## config.mk

```make
export PLATFORM = sky130hd
export DESIGN_NAME = alu_exec_unit
export DESIGN_NICKNAME = d
export VERILOG_FILES = /design/src/rtl/alu_pkg.sv /design/src/rtl/alu_comb_core.sv /design/src/rtl/alu_exec_unit.sv
export SDC_FILE = /design/constraint.sdc
export NUM_CORES = 1
export LEC_CHECK = 0
export BUFFER_PORTS_ARGS = -buffer_cell sky130_fd_sc_hd__buf_2
export CAP_MARGIN = 20
export CELL_PAD_IN_SITES_DETAIL_PLACEMENT = 0
export CELL_PAD_IN_SITES_GLOBAL_PLACEMENT = 2
export CORE_UTILIZATION = 30
export DETAILED_ROUTE_END_ITERATION = 16
export GPL_ROUTABILITY_DRIVEN = 0
export PLACE_DENSITY = 0.77
export SLEW_MARGIN = 20
export SYNTH_ARGS = -nofsm -noshare
export SYNTH_HDL_FRONTEND = slang
export SYNTH_HIERARCHICAL = 1
export SYNTH_SLANG_ARGS = --single-unit
```

## constraint.sdc

```tcl
create_clock -name clk -period 8.5 [get_ports clk]
set_input_delay 1.275 -clock clk [delete_from_list [all_inputs] [get_ports clk]]
set_output_delay 1.275 -clock clk [all_outputs]
set_load 0.01 [all_outputs]
```

## src/rtl/alu_pkg.sv

```systemverilog
// Shared definitions for the execute-stage ALU: ALUCtrl codes, FSM encoding
// and a helper that classifies shift operations.
package alu_pkg;

    localparam logic [3:0] ALU_AND = 4'b0000;
    localparam logic [3:0] ALU_OR  = 4'b0001;
    localparam logic [3:0] ALU_ADD = 4'b0010;
    localparam logic [3:0] ALU_XOR = 4'b0011;
    localparam logic [3:0] ALU_NOR = 4'b0100;
    localparam logic [3:0] ALU_SUB = 4'b0110;
    localparam logic [3:0] ALU_SLT = 4'b0111;
    localparam logic [3:0] ALU_SLL = 4'b1000;
    localparam logic [3:0] ALU_SRL = 4'b1001;
    localparam logic [3:0] ALU_SRA = 4'b1010;

    typedef enum logic {
        ST_IDLE  = 1'b0,
        ST_SHIFT = 1'b1
    } alu_state_t;

    function automatic logic is_shift(input logic [3:0] ctrl);
        return (ctrl == ALU_SLL) || (ctrl == ALU_SRL) || (ctrl == ALU_SRA);
    endfunction

endpackage

```

## src/rtl/alu_comb_core.sv

```systemverilog
// Single-cycle evaluator for logic, add/sub and slt; flags signed overflow
// and unknown codes. Shift codes are legal here but produce zero.
module alu_comb_core
    import alu_pkg::*;
#(
    parameter int WIDTH = 32
) (
    input  logic [3:0]       i_ctrl,
    input  logic [WIDTH-1:0] i_a,
    input  logic [WIDTH-1:0] i_b,
    output logic [WIDTH-1:0] o_result,
    output logic             o_overflow,
    output logic             o_illegal
);

    logic [WIDTH-1:0] w_sum;
    logic [WIDTH-1:0] w_diff;
    logic             w_add_ovf;
    logic             w_sub_ovf;
    logic             w_lt;

    assign w_sum     = i_a + i_b;
    assign w_diff    = i_a - i_b;
    assign w_add_ovf = (i_a[WIDTH-1] == i_b[WIDTH-1]) && (w_sum[WIDTH-1] != i_a[WIDTH-1]);
    assign w_sub_ovf = (i_a[WIDTH-1] != i_b[WIDTH-1]) && (w_diff[WIDTH-1] != i_a[WIDTH-1]);
    // The sign of the difference is inverted exactly when the subtraction overflows.
    assign w_lt      = w_diff[WIDTH-1] ^ w_sub_ovf;

    always_comb begin
        o_result   = '0;
        o_overflow = 1'b0;
        o_illegal  = 1'b0;
        case (i_ctrl)
            ALU_AND: o_result = i_a & i_b;
            ALU_OR:  o_result = i_a | i_b;
            ALU_XOR: o_result = i_a ^ i_b;
            ALU_NOR: o_result = ~(i_a | i_b);
            ALU_ADD: begin
                o_result   = w_sum;
                o_overflow = w_add_ovf;
            end
            ALU_SUB: begin
                o_result   = w_diff;
                o_overflow = w_sub_ovf;
            end
            ALU_SLT: o_result = {{(WIDTH-1){1'b0}}, w_lt};
            ALU_SLL, ALU_SRL, ALU_SRA: o_result = '0;
            default: o_illegal = 1'b1;
        endcase
    end

endmodule

```

## src/rtl/alu_exec_unit.sv

```systemverilog
// Execute-stage ALU: single-cycle ops via alu_comb_core, shifts on an
// iterative step shifter that holds Busy/Stall until the result is ready.
module alu_exec_unit
    import alu_pkg::*;
#(
    parameter int WIDTH      = 32,
    parameter int SHIFT_STEP = 1
) (
    input  logic             clk,
    input  logic             rst_n,
    input  logic             Start,
    input  logic [3:0]       ALUCtrl,
    input  logic [WIDTH-1:0] SrcA,
    input  logic [WIDTH-1:0] SrcB,
    input  logic [4:0]       Shamt,
    input  logic             Flush,
    output logic [WIDTH-1:0] Result,
    output logic             Zero,
    output logic             Overflow,
    output logic             IllegalOp,
    output logic             Done,
    output logic             Busy,
    output logic             Stall
);

    localparam logic [4:0] STEP = 5'(SHIFT_STEP);

    alu_state_t       r_state;
    logic [4:0]       r_cnt;
    logic [WIDTH-1:0] r_acc;
    logic [3:0]       r_op;
    logic [WIDTH-1:0] r_result;
    logic             r_zero;
    logic             r_overflow;
    logic             r_illegal;
    logic             r_done;

    logic [WIDTH-1:0] w_core_res;
    logic             w_core_ovf;
    logic             w_core_ill;
    logic [WIDTH-1:0] w_idle_res;
    logic             w_start_shift;
    logic [4:0]       w_k;
    logic [4:0]       w_cnt_next;
    logic [WIDTH-1:0] w_shifted;

    alu_comb_core #(
        .WIDTH (WIDTH)
    ) u_core (
        .i_ctrl     (ALUCtrl),
        .i_a        (SrcA),
        .i_b        (SrcB),
        .o_result   (w_core_res),
        .o_overflow (w_core_ovf),
        .o_illegal  (w_core_ill)
    );

    // A shift by zero completes in one cycle and simply passes SrcB through.
    assign w_idle_res    = is_shift(ALUCtrl) ? SrcB : w_core_res;
    assign w_start_shift = Start && is_shift(ALUCtrl) && (Shamt != 5'd0);

    assign w_k        = (r_cnt < STEP) ? r_cnt : STEP;
    assign w_cnt_next = r_cnt - w_k;

    always_comb begin
        w_shifted = r_acc;
        case (r_op)
            ALU_SLL: w_shifted = r_acc << w_k;
            ALU_SRL: w_shifted = r_acc >> w_k;
            ALU_SRA: w_shifted = $signed(r_acc) >>> w_k;
            default: w_shifted = r_acc;
        endcase
    end

    always_ff @(posedge clk or negedge rst_n) begin
        if (!rst_n) begin
            r_state    <= ST_IDLE;
            r_cnt      <= 5'd0;
            r_acc      <= '0;
            r_op       <= ALU_AND;
            r_result   <= '0;
            r_zero     <= 1'b0;
            r_overflow <= 1'b0;
            r_illegal  <= 1'b0;
            r_done     <= 1'b0;
        end else if (Flush) begin
            r_state <= ST_IDLE;
            r_cnt   <= 5'd0;
            r_done  <= 1'b0;
        end else begin
            case (r_state)
                ST_IDLE: begin
                    r_done <= 1'b0;
                    if (w_start_shift) begin
                        r_acc   <= SrcB;
                        r_cnt   <= Shamt;
                        r_op    <= ALUCtrl;
                        r_state <= ST_SHIFT;
                    end else if (Start) begin
                        r_result   <= w_idle_res;
                        r_zero     <= (w_idle_res == '0);
                        r_overflow <= w_core_ovf;
                        r_illegal  <= w_core_ill;
                        r_done     <= 1'b1;
                    end
                end
                ST_SHIFT: begin
                    r_acc <= w_shifted;
                    r_cnt <= w_cnt_next;
                    if (w_cnt_next == 5'd0) begin
                        r_result   <= w_shifted;
                        r_zero     <= (w_shifted == '0);
                        r_overflow <= 1'b0;
                        r_illegal  <= 1'b0;
                        r_done     <= 1'b1;
                        r_state    <= ST_IDLE;
                    end
                end
                default: r_state <= ST_IDLE;
            endcase
        end
    end

    assign Result    = r_result;
    assign Zero      = r_zero;
    assign Overflow  = r_overflow;
    assign IllegalOp = r_illegal;
    assign Done      = r_done;
    assign Busy      = (r_state == ST_SHIFT);
    assign Stall     = Busy || ((r_state == ST_IDLE) && w_start_shift);

endmodule

```

==> impl_metrics.py <==
metrics = {
    "status": {
        "outcome": "finished, final reports clean",
    },
    "global_routing": {
        "grt_pass1_vias": 10000,
        "grt-ovfl-total": 0,
        "grt_pass1_wl_um": 60400,
        "antenna_found_initial": 2,
        "track_usage_pct": 23.1,
        "grt_max_degree": 84,
    },
    "sta": {
        "max_clock_freq_ghz": 0.175,
        "setup_viol": 0,
        "rsz0062_at_grt": "no",
        "min_period_ps": 5730,
        "tightest_slew_ps": 1070,
        "fin_tns_setup_ps": 0,
        "maxSlewHeadroom_pct": 28.5,
        "report.final.hold_viol_count": 0,
        "drv_slew": 0,
        "period_share_pct": 67.4,
        "worst_slack_ps": 2770,
        "skew_ps": 9.28,
    },
    "floorplan": {
        "coreArea_um2": 32800,
        "ios": 115,
        "rows": 66,
        "start_util_pct": 30.8,
        "die_y_um": 185,
        "die_x_um": 185,
        "dieArea_um2": 34400,
    },
    "power": {
        "seqPwrFrac_pct": 30.2,
        "design_power_total_uw": 1810,
        "netSwitchingPower_uw": 778,
        "swShare_pct": 42.9,
        "leakagePower_uw": 0.00519,
        "comb_power_share_pct": 47.2,
        "ir_worst_vdd_v": 0.0000926,
        "intPower_uw": 1030,
        "power_density_nw_per_um2": 161,
        "clkPwrFrac_pct": 22.5,
    },
    "clocking": {
        "cts_setup_buffers": 0,
        "htree_num_levels": 3,
        "cts_resized": 0,
        "clk_latency_ps": 360,
        "cts_hold_buf": 0,
        "cts_buffers": 9,
        "clkTransAtPathRegs_ps": 70,
        "cts_tree": "built",
        "clock_tree.buffer_depth": 2,
        "root_buffer": "clkbuf_16",
        "cts.sinks": 78,
    },
    "worst_setup_path": {
        "critical_path_class": "primary input to register",
        "end_kind": "register",
        "arrival_ps": 6010,
        "startpoint": "SrcB[1]",
        "startpoint_type": "primary input",
        "required_ps": 8780,
        "r2r_start": "r_cnt[2]",
        "path_max_fanout": 5,
    },
    "synth": {
        "yosysWarningCount": 6,
        "synth_largest_area_cell": "dfrtp_1",
        "postSynthCellCount": 1362,
        "async_reset_ff_share_pct": 100,
        "synth_edf_count": 0,
        "yosysSeqAreaShare_pct": 19.3,
        "synth_nets": 1543,
        "synth_top_cell_area_share_pct": 19.3,
        "synth_cell_types": 92,
        "synth_seq_cells": 78,
        "synthFlopType": "dfrtp_1",
        "yosys-top-cells-area": "dfrtp_1 (19%), ha_1 (13%), o21ai_0 (6.6%)",
        "avgSynthCellArea_um2": 7.41,
        "syn_area_um2": 10100,
        "synth_most_common_cell": "nand2_1",
        "netlist_top_cells_count": "nand2_1 (176), o21ai_0 (134), nor2_1 (111)",
    },
    "final_layout": {
        "final_nets": 1593,
        "finalNonFillerCells": 1859,
        "drive_gt1_share_pct": 15.0,
        "n_antenna_cell": 0,
        "area_growth_pct": 11.8,
    },
    "place": {
        "preCtsSetupSlack_ps": 2480,
        "place.port_buffers": 114,
        "placed_cells": 1843,
        "post-dp-hpwl_um": 29500,
    },
    "run": {
        "drv_cap": 0,
    },
    "route": {
        "drtIter0Drc": 926,
        "antenna_left": 0,
        "drc": 0,
        "first_pass_iters": 5,
        "num_vias": 10500,
        "vias_per_cell": 5.65,
        "wire_per_inst_um": 21.0,
        "wirelength_um": 39100,
    },
    "hold_path": {
        "min_from": "Result[18]",
        "hp-class": "register to register",
    },
}
-- cell usage in the layout, fill, tap and decap left out, drive strengths merged, types with 7 or more instances in the layout --
master / netlist / routed
a211oi: 22 / 22
a21boi: 29 / 29
a21o: 21 / 21
a21oi: 84 / 84
a221oi: 27 / 27
a22o: 23 / 23
a22oi: 16 / 16
a31oi: 7 / 7
and2: 7 / 7
and3: 8 / 8
buf: 28 / 128
clkbuf: 61 / 9
dfrtp: 78 / 78
ha: 101 / 101
inv: 104 / 108
mux2: 32 / 32
mux2i: 39 / 39
nand2: 176 / 176
nand2b: 9 / 9
nand3: 14 / 14
nand4: 15 / 15
nor2: 111 / 111
nor2b: 14 / 14
nor3: 15 / 15
nor4: 16 / 16
o211ai: 20 / 20
o21a: 7 / 7
o21ai: 154 / 154
o21bai: 10 / 10
o22ai: 10 / 10
o31ai: 9 / 9
or3: 7 / 7
-- worst max-delay path, cell delays in order --
cell      delay [ps]
buf_2            180
inv_1            120
ha_1             340
nor3_1           310
o31ai_1          170
a31o_2           300
a311oi_2         440
o21a_1           260
a211o_1          200
a211o_1          160
a21oi_2           60
fa_1             540
o22ai_1          100
a221o_1          270
a31oi_1          130
nand3_1           90
mux2_2           280
nand4b_1         170
nor4_1           310
nand4_1          120
a31oi_1          180
-- layer usage --
layer | part of all wire, % | GRT usage, % | vias up
met5 | 0.033 | 0 | -
met4 | 1.7 | 6.18 | 2
met3 | 4.6 | 2.28 | 51
met2 | 46 | 37.5 | 351
met1 | 48 | 32.2 | 5068
li1 | - | - | 5029
-- path summary, 6_finish.rpt --
kind	cells after the start	endpoint	slack, ps
setup reg to reg	9	Result[10]	4670
max in group asynchronous	1	Busy	7000
min in group asynchronous	1	r_cnt[3]	920
hold reg to reg	2	Result[18]	460
setup / recovery	21	Zero	2770
hold / removal	2	Result[18]	460
-- metrics by stage --
step	util, %	hold WS (ps)	cell area [µm²]
final	34.4	462	11300
after CTS	34.4	467	11300
after detailed placement	33.5	452	11000
after global placement	33.5	445	11000
after global routing	34.4	483	11300
after floorplan	-	445	10100
-- flip-flops by register name, summed over array words and instances, names as in the netlist --
name and count:
Result 32, r_acc 32, r_cnt 5, r_op 4, Busy 1, Done 1
IllegalOp 1, Overflow 1, Zero 1
-- cell type report --
cell class | instances | area, µm²
fill | 3550 | 21500
multi-input combinational | 1089 | 7390
sequential | 78 | 1950
timing repair buffer | 128 | 682
tap | 442 | 553
inverter | 106 | 398
clock buffer | 9 | 225
clock inverter | 7 | 80.1
-- power by group through the flow --
stage	Clock, µW	Combinational, µW	Sequential, µW
floorplan	0	568	551
global placement	0	847	551
detailed placement	0	850	554
CTS	418	854	548
global route	432	951	561
finish	408	856	548
-- logic make-up after synthesis --
kind of cell             count (synthesis)  share of synthesized area (%)
AO/OA/AOI/OAI                          492                           32.9
AND/OR/NAND/NOR                        417                           19.0
buffers and inverters                  195                           7.77
adder cells (fa/ha/maj)                104                           13.1
flip-flops                              78                           19.3
multiplexers                            71                           7.51
XOR/XNOR                                 5                          0.434
No activity file was read; power rests on OpenSTA's default activity.
